`src/rtl/elevator_pkg.sv`:
```
// rtl/elevator_pkg.sv - shared types and codes for the elevator floor scheduler
package elevator_pkg;

  // Scheduler FSM states
  typedef enum logic [1:0] {
    IDLE      = 2'd0,
    MOVE_UP   = 2'd1,
    MOVE_DOWN = 2'd2,
    DOOR_OPEN = 2'd3
  } state_t;

  // Committed travel direction codes
  localparam logic [1:0] DIR_NONE = 2'b00;
  localparam logic [1:0] DIR_UP   = 2'b01;
  localparam logic [1:0] DIR_DOWN = 2'b10;

  localparam int FLOORS_DEFAULT = 9;

  // Floor numbers are 1-based binary values
  typedef logic [4:0] floor_t;

endpackage

```
`src/rtl/request_latch.sv`:
```
// rtl/request_latch.sv - button edge detect and pending request set with clear priority
module request_latch
  import elevator_pkg::*;
#(
  parameter int FLOORS = FLOORS_DEFAULT,
  parameter int IW     = $clog2(FLOORS)
) (
  input  logic              clk,
  input  logic              rst,
  input  logic [FLOORS-1:0] push_btns,
  input  logic              clr_en,
  input  logic [IW-1:0]     clr_idx,
  output logic [FLOORS-1:0] press,
  output logic [FLOORS-1:0] pending
);

  logic [FLOORS-1:0] prev;
  logic [FLOORS-1:0] clr_mask;

  // Rising edges of the raw buttons; one-hot decode of the clear request
  always_comb begin
    press    = push_btns & ~prev;
    clr_mask = '0;
    for (int i = 0; i < FLOORS; i++) begin
      clr_mask[i] = clr_en && (clr_idx == IW'(i));
    end
  end

  // Track button history and accumulate requests; a clear beats a same-cycle set
  always_ff @(posedge clk) begin
    if (rst) begin
      prev    <= '0;
      pending <= '0;
    end else begin
      prev    <= push_btns;
      pending <= (pending | press) & ~clr_mask;
    end
  end

endmodule

```
`src/rtl/elevator_floor_scheduler.sv`:
```
// rtl/elevator_floor_scheduler.sv - SCAN car-motion scheduler with travel and door timing
module elevator_floor_scheduler
  import elevator_pkg::*;
#(
  parameter int FLOORS      = FLOORS_DEFAULT,
  parameter int MOVE_CYCLES = 50,
  parameter int DOOR_CYCLES = 100
) (
  input  logic              clk,
  input  logic              rst,
  input  logic [FLOORS-1:0] push_btns,
  output logic [FLOORS-1:0] pending,
  output logic [4:0]        current,
  output logic [1:0]        direction,
  output logic              moving,
  output logic              door_open,
  output logic              arrive
);

  localparam int MAXC = (MOVE_CYCLES > DOOR_CYCLES) ? MOVE_CYCLES : DOOR_CYCLES;
  localparam int TW   = $clog2(MAXC + 1);
  localparam int IW   = $clog2(FLOORS);
  localparam logic [TW-1:0] MOVE_LAST = TW'(MOVE_CYCLES - 1);
  localparam logic [TW-1:0] DOOR_LAST = TW'(DOOR_CYCLES - 1);
  localparam floor_t TOP_FLOOR = floor_t'(FLOORS);

  state_t            state;
  logic [TW-1:0]     timer;
  logic [FLOORS-1:0] press;
  logic              clr_en;
  logic [IW-1:0]     clr_idx;
  logic              above, below, above_next, below_next;
  logic              pend_here, press_here, pend_up, pend_dn;
  logic              move_done;

  request_latch #(.FLOORS(FLOORS), .IW(IW)) u_latch (
    .clk       (clk),
    .rst       (rst),
    .push_btns (push_btns),
    .clr_en    (clr_en),
    .clr_idx   (clr_idx),
    .press     (press),
    .pending   (pending)
  );

  // Request geometry relative to the car and to the floor it is about to reach
  always_comb begin
    above      = 1'b0;
    below      = 1'b0;
    above_next = 1'b0;
    below_next = 1'b0;
    pend_here  = 1'b0;
    press_here = 1'b0;
    pend_up    = 1'b0;
    pend_dn    = 1'b0;
    for (int i = 0; i < FLOORS; i++) begin
      if (pending[i] && floor_t'(i + 1) > current)           above      = 1'b1;
      if (pending[i] && floor_t'(i + 1) < current)           below      = 1'b1;
      if (pending[i] && floor_t'(i + 1) > current + 5'd1)    above_next = 1'b1;
      if (pending[i] && floor_t'(i + 2) < current)           below_next = 1'b1;
      if (pending[i] && floor_t'(i + 1) == current)          pend_here  = 1'b1;
      if (press[i]   && floor_t'(i + 1) == current)          press_here = 1'b1;
      if (pending[i] && floor_t'(i + 1) == current + 5'd1)   pend_up    = 1'b1;
      if (pending[i] && floor_t'(i + 2) == current)          pend_dn    = 1'b1;
    end
    move_done = (timer == MOVE_LAST);
  end

  // Clear the floor being served: continuously while parked, and at the arrival edge of a stop
  always_comb begin
    clr_en  = 1'b0;
    clr_idx = IW'(current - 5'd1);
    case (state)
      IDLE, DOOR_OPEN: clr_en = 1'b1;
      MOVE_UP: begin
        if (move_done && pend_up) begin
          clr_en  = 1'b1;
          clr_idx = IW'(current);
        end
      end
      MOVE_DOWN: begin
        if (move_done && pend_dn) begin
          clr_en  = 1'b1;
          clr_idx = IW'(current - 5'd2);
        end
      end
      default: ;
    endcase
  end

  // Scheduler FSM with shared travel/dwell timer and registered status outputs
  always_ff @(posedge clk) begin
    if (rst) begin
      state     <= IDLE;
      timer     <= '0;
      current   <= 5'd1;
      direction <= DIR_NONE;
      moving    <= 1'b0;
      door_open <= 1'b0;
      arrive    <= 1'b0;
    end else begin
      arrive <= 1'b0;
      case (state)
        IDLE: begin
          timer <= '0;
          if (pend_here || press_here) begin
            state     <= DOOR_OPEN;
            door_open <= 1'b1;
          end else if (above && (direction != DIR_DOWN || !below)) begin
            state     <= MOVE_UP;
            direction <= DIR_UP;
            moving    <= 1'b1;
          end else if (below) begin
            state     <= MOVE_DOWN;
            direction <= DIR_DOWN;
            moving    <= 1'b1;
          end else begin
            direction <= DIR_NONE;
          end
        end
        MOVE_UP, MOVE_DOWN: begin
          if (move_done) begin
            timer  <= '0;
            arrive <= 1'b1;
            current <= (state == MOVE_UP) ? current + 5'd1 : current - 5'd1;
            if ((state == MOVE_UP) ? pend_up : pend_dn) begin
              state     <= DOOR_OPEN;
              moving    <= 1'b0;
              door_open <= 1'b1;
            end else if (!((state == MOVE_UP) ? above_next : below_next)) begin
              state  <= IDLE;
              moving <= 1'b0;
            end
          end else begin
            timer <= timer + 1'b1;
          end
        end
        DOOR_OPEN: begin
          if (press_here) begin
            timer <= '0;
          end else if (timer == DOOR_LAST) begin
            timer     <= '0;
            state     <= IDLE;
            door_open <= 1'b0;
          end else begin
            timer <= timer + 1'b1;
          end
        end
        default: state <= IDLE;
      endcase
    end
  end

  // The policy must never drive the car past either end of the shaft
  always_ff @(posedge clk) begin
    if (!rst) begin
      assert (!(state == MOVE_UP && current >= TOP_FLOOR));
      assert (!(state == MOVE_DOWN && current <= 5'd1));
    end
  end

endmodule

```
`config.mk`:
```
export PLATFORM = sky130hd
export DESIGN_NAME = elevator_floor_scheduler
export DESIGN_NICKNAME = d
export VERILOG_FILES = /design/src/rtl/elevator_pkg.sv /design/src/rtl/request_latch.sv /design/src/rtl/elevator_floor_scheduler.sv
export SDC_FILE = /design/constraint.sdc
export NUM_CORES = 1
export LEC_CHECK = 0
export CORE_ASPECT_RATIO = 1.75
export CORE_UTILIZATION = 60
export DETAILED_ROUTE_END_ITERATION = 10
export HOLD_SLACK_MARGIN = 0.03
export PLACE_DENSITY = 0.9
export SETUP_SLACK_MARGIN = 0.02
export SYNTH_ARGS = -nofsm -noshare
export SYNTH_HDL_FRONTEND = slang
export SYNTH_SLANG_ARGS = --single-unit
```
`constraint.sdc`:
```
create_clock -name clk -period 6.05 [get_ports clk]
set_clock_uncertainty 0.05 [all_clocks]
set_input_delay 1.21 -clock clk [delete_from_list [all_inputs] [get_ports clk]]
set_output_delay 1.21 -clock clk [all_outputs]
set_load 0.01 [all_outputs]
```
### Word level (Yosys, flattened, before mapping)

Cells that the tools add are included.
W data, S select, Z words.

| word-level totals | value |
|---|---|
| bits in registers | 37 |
| input port bits | 11 |
| word-level logic and storage cells | 298 |

| operators by class | value |
|---|---|
| add/subtract/negate cells | 4 |
| $lt $le $gt $ge | 28 |
| equality and inequality tests | 42 |
| mux-type cells | 110 |
| bitwise logic cells | 7 |
| reductions and logical operators | 98 |

Operators with widths:

| kind | count |
|---|---|
| $mux W1 | 88 |
| $logic_and A1 B1 Y1 | 84 |
| $eq A3 B5 Y1 const A | 8 |
| $gt A3 B5 Y1 const A | 8 |
| $eq A4 B5 Y1 const A | 5 |
| $mux W7 | 3 |
| $pmux W7 S3 | 1 |
| $eq A2 B5 Y1 const A | 4 |
| $gt A2 B5 Y1 const A | 4 |
| $gt A4 B5 Y1 const A | 4 |
| $lt A3 B5 Y1 const A | 4 |
| $mux W2 | 10 |
| $and A9 B9 Y9 | 2 |
| $not A9 Y9 | 2 |
| $eq A4 B3 Y1 const B | 4 |
| $lt A4 B5 Y1 const A | 3 |
| $reduce_and A5 Y1 | 3 |
| $ne A2 B2 Y1 const B | 7 |
| $eq A1 B5 Y1 const A | 2 |
| $gt A1 B5 Y1 const A | 2 |
| $lt A2 B5 Y1 const A | 2 |
| $or A9 B9 Y9 | 1 |
| $eq A4 B2 Y1 const B | 2 |
| $mux W4 | 2 |
| 26 further kinds | 34 |

### Logic depth before layout (Yosys ltp)

| depth | value |
|---|---|
| word-level depth | 19 |
| mapped depth | 15 |
| depth with buffers taken out | 10 |

### Hierarchy

From an unflattened synthesis, not the netlist that was laid out.

| second synthesis, totals | value |
|---|---|
| cells, all modules | 416 |
| area, all modules | 3,240.6 µm² |

By module, submodules not included:

| module | times used | cells each | area an instance (µm²) | sequential area each (µm²) |
|---|---|---|---|---|
| elevator_floor_scheduler | 1 | 345 | 2,546.2 | 380.4 |
| request_latch | 1 | 71 | 694.4 | 360.3 |

### Worst setup path after synthesis

Ideal clock, no wire load.

| path | value |
|---|---|
| path kind | register to register |
| from | reg current[0] |
| to | reg u_latch.pending[1] |
| data arrival time | 2.679 ns |
| data required time | 5.912 ns |
| path slack | 3.232 ns |
| stages on the path, launching flop included | 13 |
| path buffers | 2 |
| path through | dfxtp_1 buf_6 inv_1 ha_1 buf_4 a22o_1 a32o_1 nor4b_4 nor2_2 o311ai_2 a211oi_2 nor2b_4 a311oi_2 |

| on the way | value |
|---|---|
| longest elaborated chain between the ends | 19 |
| elaborated cells between the ends (all ways) | 69 |
| classes of those cells | 3 x add/sub; 19 x eq/ne; 24 x mux; 2 x bitwise; 21 x reduce/logical |

Ends and longest elaborated chain:

| item | line | source |
|---|---|---|
| start: declaration | elevator_floor_scheduler.sv:13 | `output logic [4:0] current,` |
| start signal: assignment | elevator_floor_scheduler.sv:125 | `current <= (state == MOVE_UP) ? current + 5'd1 : current - 5'd1;` |
| $add A5 B1 Y5 | elevator_floor_scheduler.sv:63 | `if (pending[i] && floor_t'(i + 1) == current + 5'd1) pend_up = 1'b1;` |
| $eq A1 B5 Y1 | elevator_floor_scheduler.sv:63 |  |
| $logic_and A1 B1 Y1 | elevator_floor_scheduler.sv:63 |  |
| $mux W1 (9 in a row) | elevator_floor_scheduler.sv:63 |  |
| $logic_and A1 B1 Y1 | elevator_floor_scheduler.sv:76 | `if (move_done && pend_up) begin` |
| $mux W4 | elevator_floor_scheduler.sv:76 |  |
| $pmux W4 S2 | elevator_floor_scheduler.sv:73 | `case (state)` |
| $eq A4 B1 Y1 | request_latch.sv:25 | `clr_mask[i] = clr_en && (clr_idx == IW'(i));` |
| $logic_and A1 B1 Y1 (*) | request_latch.sv:25 |  |
| $not A9 Y9 (*) | request_latch.sv:36 | `pending <= (pending \| press) & ~clr_mask;` |
| $and A9 B9 Y9 (*) | request_latch.sv:36 |  |
| end signal: assignment | request_latch.sv:36 |  |
| end: declaration | request_latch.sv:14 | `output logic [FLOORS-1:0] pending` |

Every way passes the cells marked *; elsewhere a longest branch is shown, timed or not.
A chain may end at the register's enable or synchronous reset.

### Worst setup path in the final report

| path | value |
|---|---|
| from | reg current[0] |
| to | reg state[0] |

| on the way | value |
|---|---|
| longest elaborated chain between the ends | 17 |
| elaborated cells between the ends (all ways) | 207 |
| classes of those cells | 1 x add/sub; 28 x order compare; 22 x eq/ne; 79 x mux; 77 x reduce/logical |

Ends and longest elaborated chain:

| item | line | source |
|---|---|---|
| branches (longest 17 deep; another with $add A5 B1 Y5) | n/a |  |
| end signal: assignment | elevator_floor_scheduler.sv:107 | `state <= DOOR_OPEN;` |
| end signal: assignment | elevator_floor_scheduler.sv:110 | `state <= MOVE_UP;` |
| end signal: assignment | elevator_floor_scheduler.sv:114 | `state <= MOVE_DOWN;` |
| end: declaration | elevator_floor_scheduler.sv:27 | `state_t state;` |

Several ways; the timed one is not identified. The select of a mux whose other input is x is not followed.

==> results.ini <==
[run_status]
status = finished, final reports clean

[synthesis]
postSynthRegisterBits = 37
count_leader_synth = sky130_fd_sc_hd__dfxtp_1
synthesis.area_sq_um = 3400
yosysWarnings = 0
post_synth_num_cell_types = 90
leading_cell_types_by_count_after_synthesis = sky130_fd_sc_hd__dfxtp_1 (37), sky130_fd_sc_hd__nand2_1 (33), sky130_fd_sc_hd__nor2_1 (29)
post-synth-top-area-fraction = 0.2179
dominantRegCellSynth = sky130_fd_sc_hd__dfxtp_1
yosysTopAreaCell = sky130_fd_sc_hd__dfxtp_1
ys_async_sr_fraction = 0
synth.yosys.seq_area_share = 0.2179
post_synth.cell_area_avg_sq_um = 8.291
synth_enable_flop_cells = 0
postSynthCellCount = 410
synth.area.top_cells = sky130_fd_sc_hd__dfxtp_1 (22%), sky130_fd_sc_hd__ha_1 (6.6%), sky130_fd_sc_hd__o21ai_0 (4.1%), sky130_fd_sc_hd__nor2b_1 (4.0%), sky130_fd_sc_hd__nand2_1 (3.6%)
synthesis.nets = 439

[layout]
antenna_cells = 0
layout-drive-gt1-share = 0.1135
area_growth_pct = 8.465
final_net_count = 451
finalCoreUtilization = 0.6902

[hold_path]
holdCritStartpoint = timer[0]$_SDFF_PP0_
hold-path-cell-count = 1
min_path_type = reg2reg
worstHoldEndpoint = timer[0]$_SDFF_PP0_

[timing]
fin_worst_hold_slack_ps = 429.3
finalSetupViolations = 0
grt_setup_unrepaired = no
worst_pin_slew_ps = 1005
timing.final.crit_period_ps = 3757
final.period_utilization = 0.6210
fin_setup_tns_ps = 0
highest_clock_rate_mhz = 266.2
setup_slack_ps = 2293
finalHoldViolations = 0
slew_limit_headroom = 0.3290
final-max-slew-violation-count = 0

[clock_network]
cts_setup_buffers = 0
path_clk_slew_ps = 70
cts_buffers = 5
cts_buffer_depth = 2
clock_tree_from_tritoncts = done
postcts_resize_cnt = 0
ctsHoldBuffers = 0
cts.htree.levels = 2
cts_sinks = 37
clk_latency_ps = 290
cts-root-buf = sky130_fd_sc_hd__clkbuf_8

[setup_path]
critPathLaunch = current[0]$_SDFFE_PP1P_
timing.critical_path.from_type = register
worstPathArrival_ps = 3920
critical_path_peak_fanout = 22
r2r_setup_slk_ps = 2290
critical_path.reg2reg.startpoint = current[0]$_SDFFE_PP1P_
cp_data_required_time_ps = 6210
worst-setup-path-type = reg2reg
cp-end-kind = register
worst_r2r_endpoint = state[0]$_SDFFE_PP0P_
worst-r2r-cell-count = 10

[power_and_ir_drop]
vdd_drop_max_mv = 0.2988
power.density_cell_area_nw_per_um2 = 220.8
leakage_nw = 1.337

[detailed_routing]
drt_pass_1_iters = 5
via_per_inst = 6.875
drtIter0Drc = 396
detail_route.wirelength_mm = 10.61
final_antenna_net_count = 0
via_count = 3417
remaining_drc_errors = 0
post_drt_wl_per_cell_microns = 21.34

[die]
placeableCoreArea_sq_um = 5343
die_width_microns = 58.90
floorplan.initialDensity = 0.6363
die-area_sq_um = 5983
chipHeight_microns = 101.6
rows = 35
ios = 30

[global_route]
grt_pass1_wl_mm = 17.36
grt_overflow_total = 0
number_of_antenna_violations_at_the_first_check_in_global_routing = 0
vias_in_the_first_global_route = 3388
grt_max_degree = 27
gr-usage-all-layers = 0.3905

[place]
detailedPlace.worstSlack_ps = 2505
place.gp.congestion = 1.064
place_hpwl_mm = 7.807
numPortBuffers = 29

[job]
drv_cap = 0

-- placed cells by master (no fill, tap or decap), types with 3 or more instances in the layout --
| cell type | count |
|---|---|
| sky130_fd_sc_hd__a31oi_1 | 11 |
| sky130_fd_sc_hd__xor2_1 | 3 |
| sky130_fd_sc_hd__or4_1 | 3 |
| sky130_fd_sc_hd__nor2_1 | 29 |
| sky130_fd_sc_hd__and3_1 | 7 |
| sky130_fd_sc_hd__nor2b_1 | 22 |
| sky130_fd_sc_hd__a22oi_1 | 5 |
| sky130_fd_sc_hd__nand3b_1 | 6 |
| sky130_fd_sc_hd__and4_1 | 4 |
| sky130_fd_sc_hd__clkdlybuf4s50_1 | 29 |
| sky130_fd_sc_hd__nand3_1 | 10 |
| sky130_fd_sc_hd__ha_1 | 18 |
| sky130_fd_sc_hd__a221oi_1 | 5 |
| sky130_fd_sc_hd__nand4_1 | 3 |
| sky130_fd_sc_hd__o221ai_1 | 3 |
| sky130_fd_sc_hd__dfxtp_1 | 37 |
| sky130_fd_sc_hd__inv_1 | 20 |
| sky130_fd_sc_hd__nor3_1 | 8 |
| sky130_fd_sc_hd__a21o_1 | 3 |
| sky130_fd_sc_hd__xnor2_1 | 9 |
| sky130_fd_sc_hd__mux2i_1 | 5 |
| sky130_fd_sc_hd__a211oi_1 | 3 |
| sky130_fd_sc_hd__nor2_2 | 3 |
| sky130_fd_sc_hd__a211o_1 | 3 |
| sky130_fd_sc_hd__nand2_1 | 33 |
| sky130_fd_sc_hd__o22a_1 | 3 |
| sky130_fd_sc_hd__a21oi_1 | 20 |
| sky130_fd_sc_hd__o31a_1 | 4 |
| sky130_fd_sc_hd__or3_1 | 3 |
| sky130_fd_sc_hd__o21ai_0 | 28 |
| sky130_fd_sc_hd__buf_4 | 3 |
| sky130_fd_sc_hd__clkbuf_8 | 5 |
| sky130_fd_sc_hd__a222oi_1 | 3 |
| sky130_fd_sc_hd__nand2b_1 | 5 |
-- cell type report --
type	count	area, sq um
Clock buffer	6	72.57
Clock inverter	2	38.79
Fill cell	452	1655
Inverter	21	78.83
Multi-Input combinational cell	325	2351
Sequential cell	37	740.7
Tap cell	74	92.59
Timing Repair Buffer	32	312.8
-- worst max path at each step --
stage                                                to  slack (ps)  cells past startpoint
after detailed placement            moving$_SDFFE_PP0P_        2510                     10
after CTS                         state[0]$_SDFFE_PP0P_        2450                     10
final                             state[0]$_SDFFE_PP0P_        2290                     10
after global placement              moving$_SDFFE_PP0P_        2580                     10
after floorplan           u_latch.pending[1]$_SDFF_PP0_        3230                     12
after global routing              state[0]$_SDFFE_PP0P_        2140                     10
-- per-layer routing --
| layer | track usage | vias to the layer above | wire length [microns] |
|---|---|---|---|
| li1 | - | 1535 | - |
| met1 | 0.4088 | 1562 | 3586 |
| met2 | 0.6582 | 233 | 5222 |
| met3 | 0.09323 | 87 | 858 |
| met4 | 0.2930 | 0 | 940 |
| met5 | 0 | - | 0 |
-- power breakdown --
group,internal [mW],leakage (nW),switching (mW)
clock network,0.124,0.0554,0.0893
registers,0.265,0.304,0.0337
logic,0.130,0.977,0.172
-- flip-flops by register name, summed over array words and instances (netlist names) --
| signal | count |
|---|---|
| u_latch.pending | 9 |
| u_latch.prev | 9 |
| timer | 7 |
| current | 5 |
| direction | 2 |
| state | 2 |
| arrive | 1 |
| door_open | 1 |
| moving | 1 |
-- through the flow --
step           std cells  instance area, sq um  power [mW]
2_1_floorplan        410                  3400      0.5205
3_3_place_gp         489                  3576      0.5843
3_5_place_dp         489                  3576      0.5911
4_1_cts              497                  3687      0.8057
5_1_grt              497                  3687      0.8579
6_report             497                  3687      0.8142
-- cell families after synthesis --
kind of cell               Yosys count  synth area share
buffers and inverters               48           0.09054
adders and majority gates           18           0.06625
and+or+nand+nor                    157            0.2716
xor gates and xnor gates            12           0.03092
AOI/OAI and AO/OA                  132            0.3048
DFF                                 37            0.2179
muxes                                6           0.01803
-- worst max-delay path: stages (launching register included) --
cell	delay [ps]
sky130_fd_sc_hd__dfxtp_1	560
sky130_fd_sc_hd__buf_4	320
sky130_fd_sc_hd__ha_1	650
sky130_fd_sc_hd__xor2_1	350
sky130_fd_sc_hd__and4_1	320
sky130_fd_sc_hd__a21oi_1	120
sky130_fd_sc_hd__a311oi_1	300
sky130_fd_sc_hd__a31oi_1	120
sky130_fd_sc_hd__a211oi_1	400
sky130_fd_sc_hd__o31a_1	250
sky130_fd_sc_hd__mux2i_1	230
(Power assumes the default switching activity.)
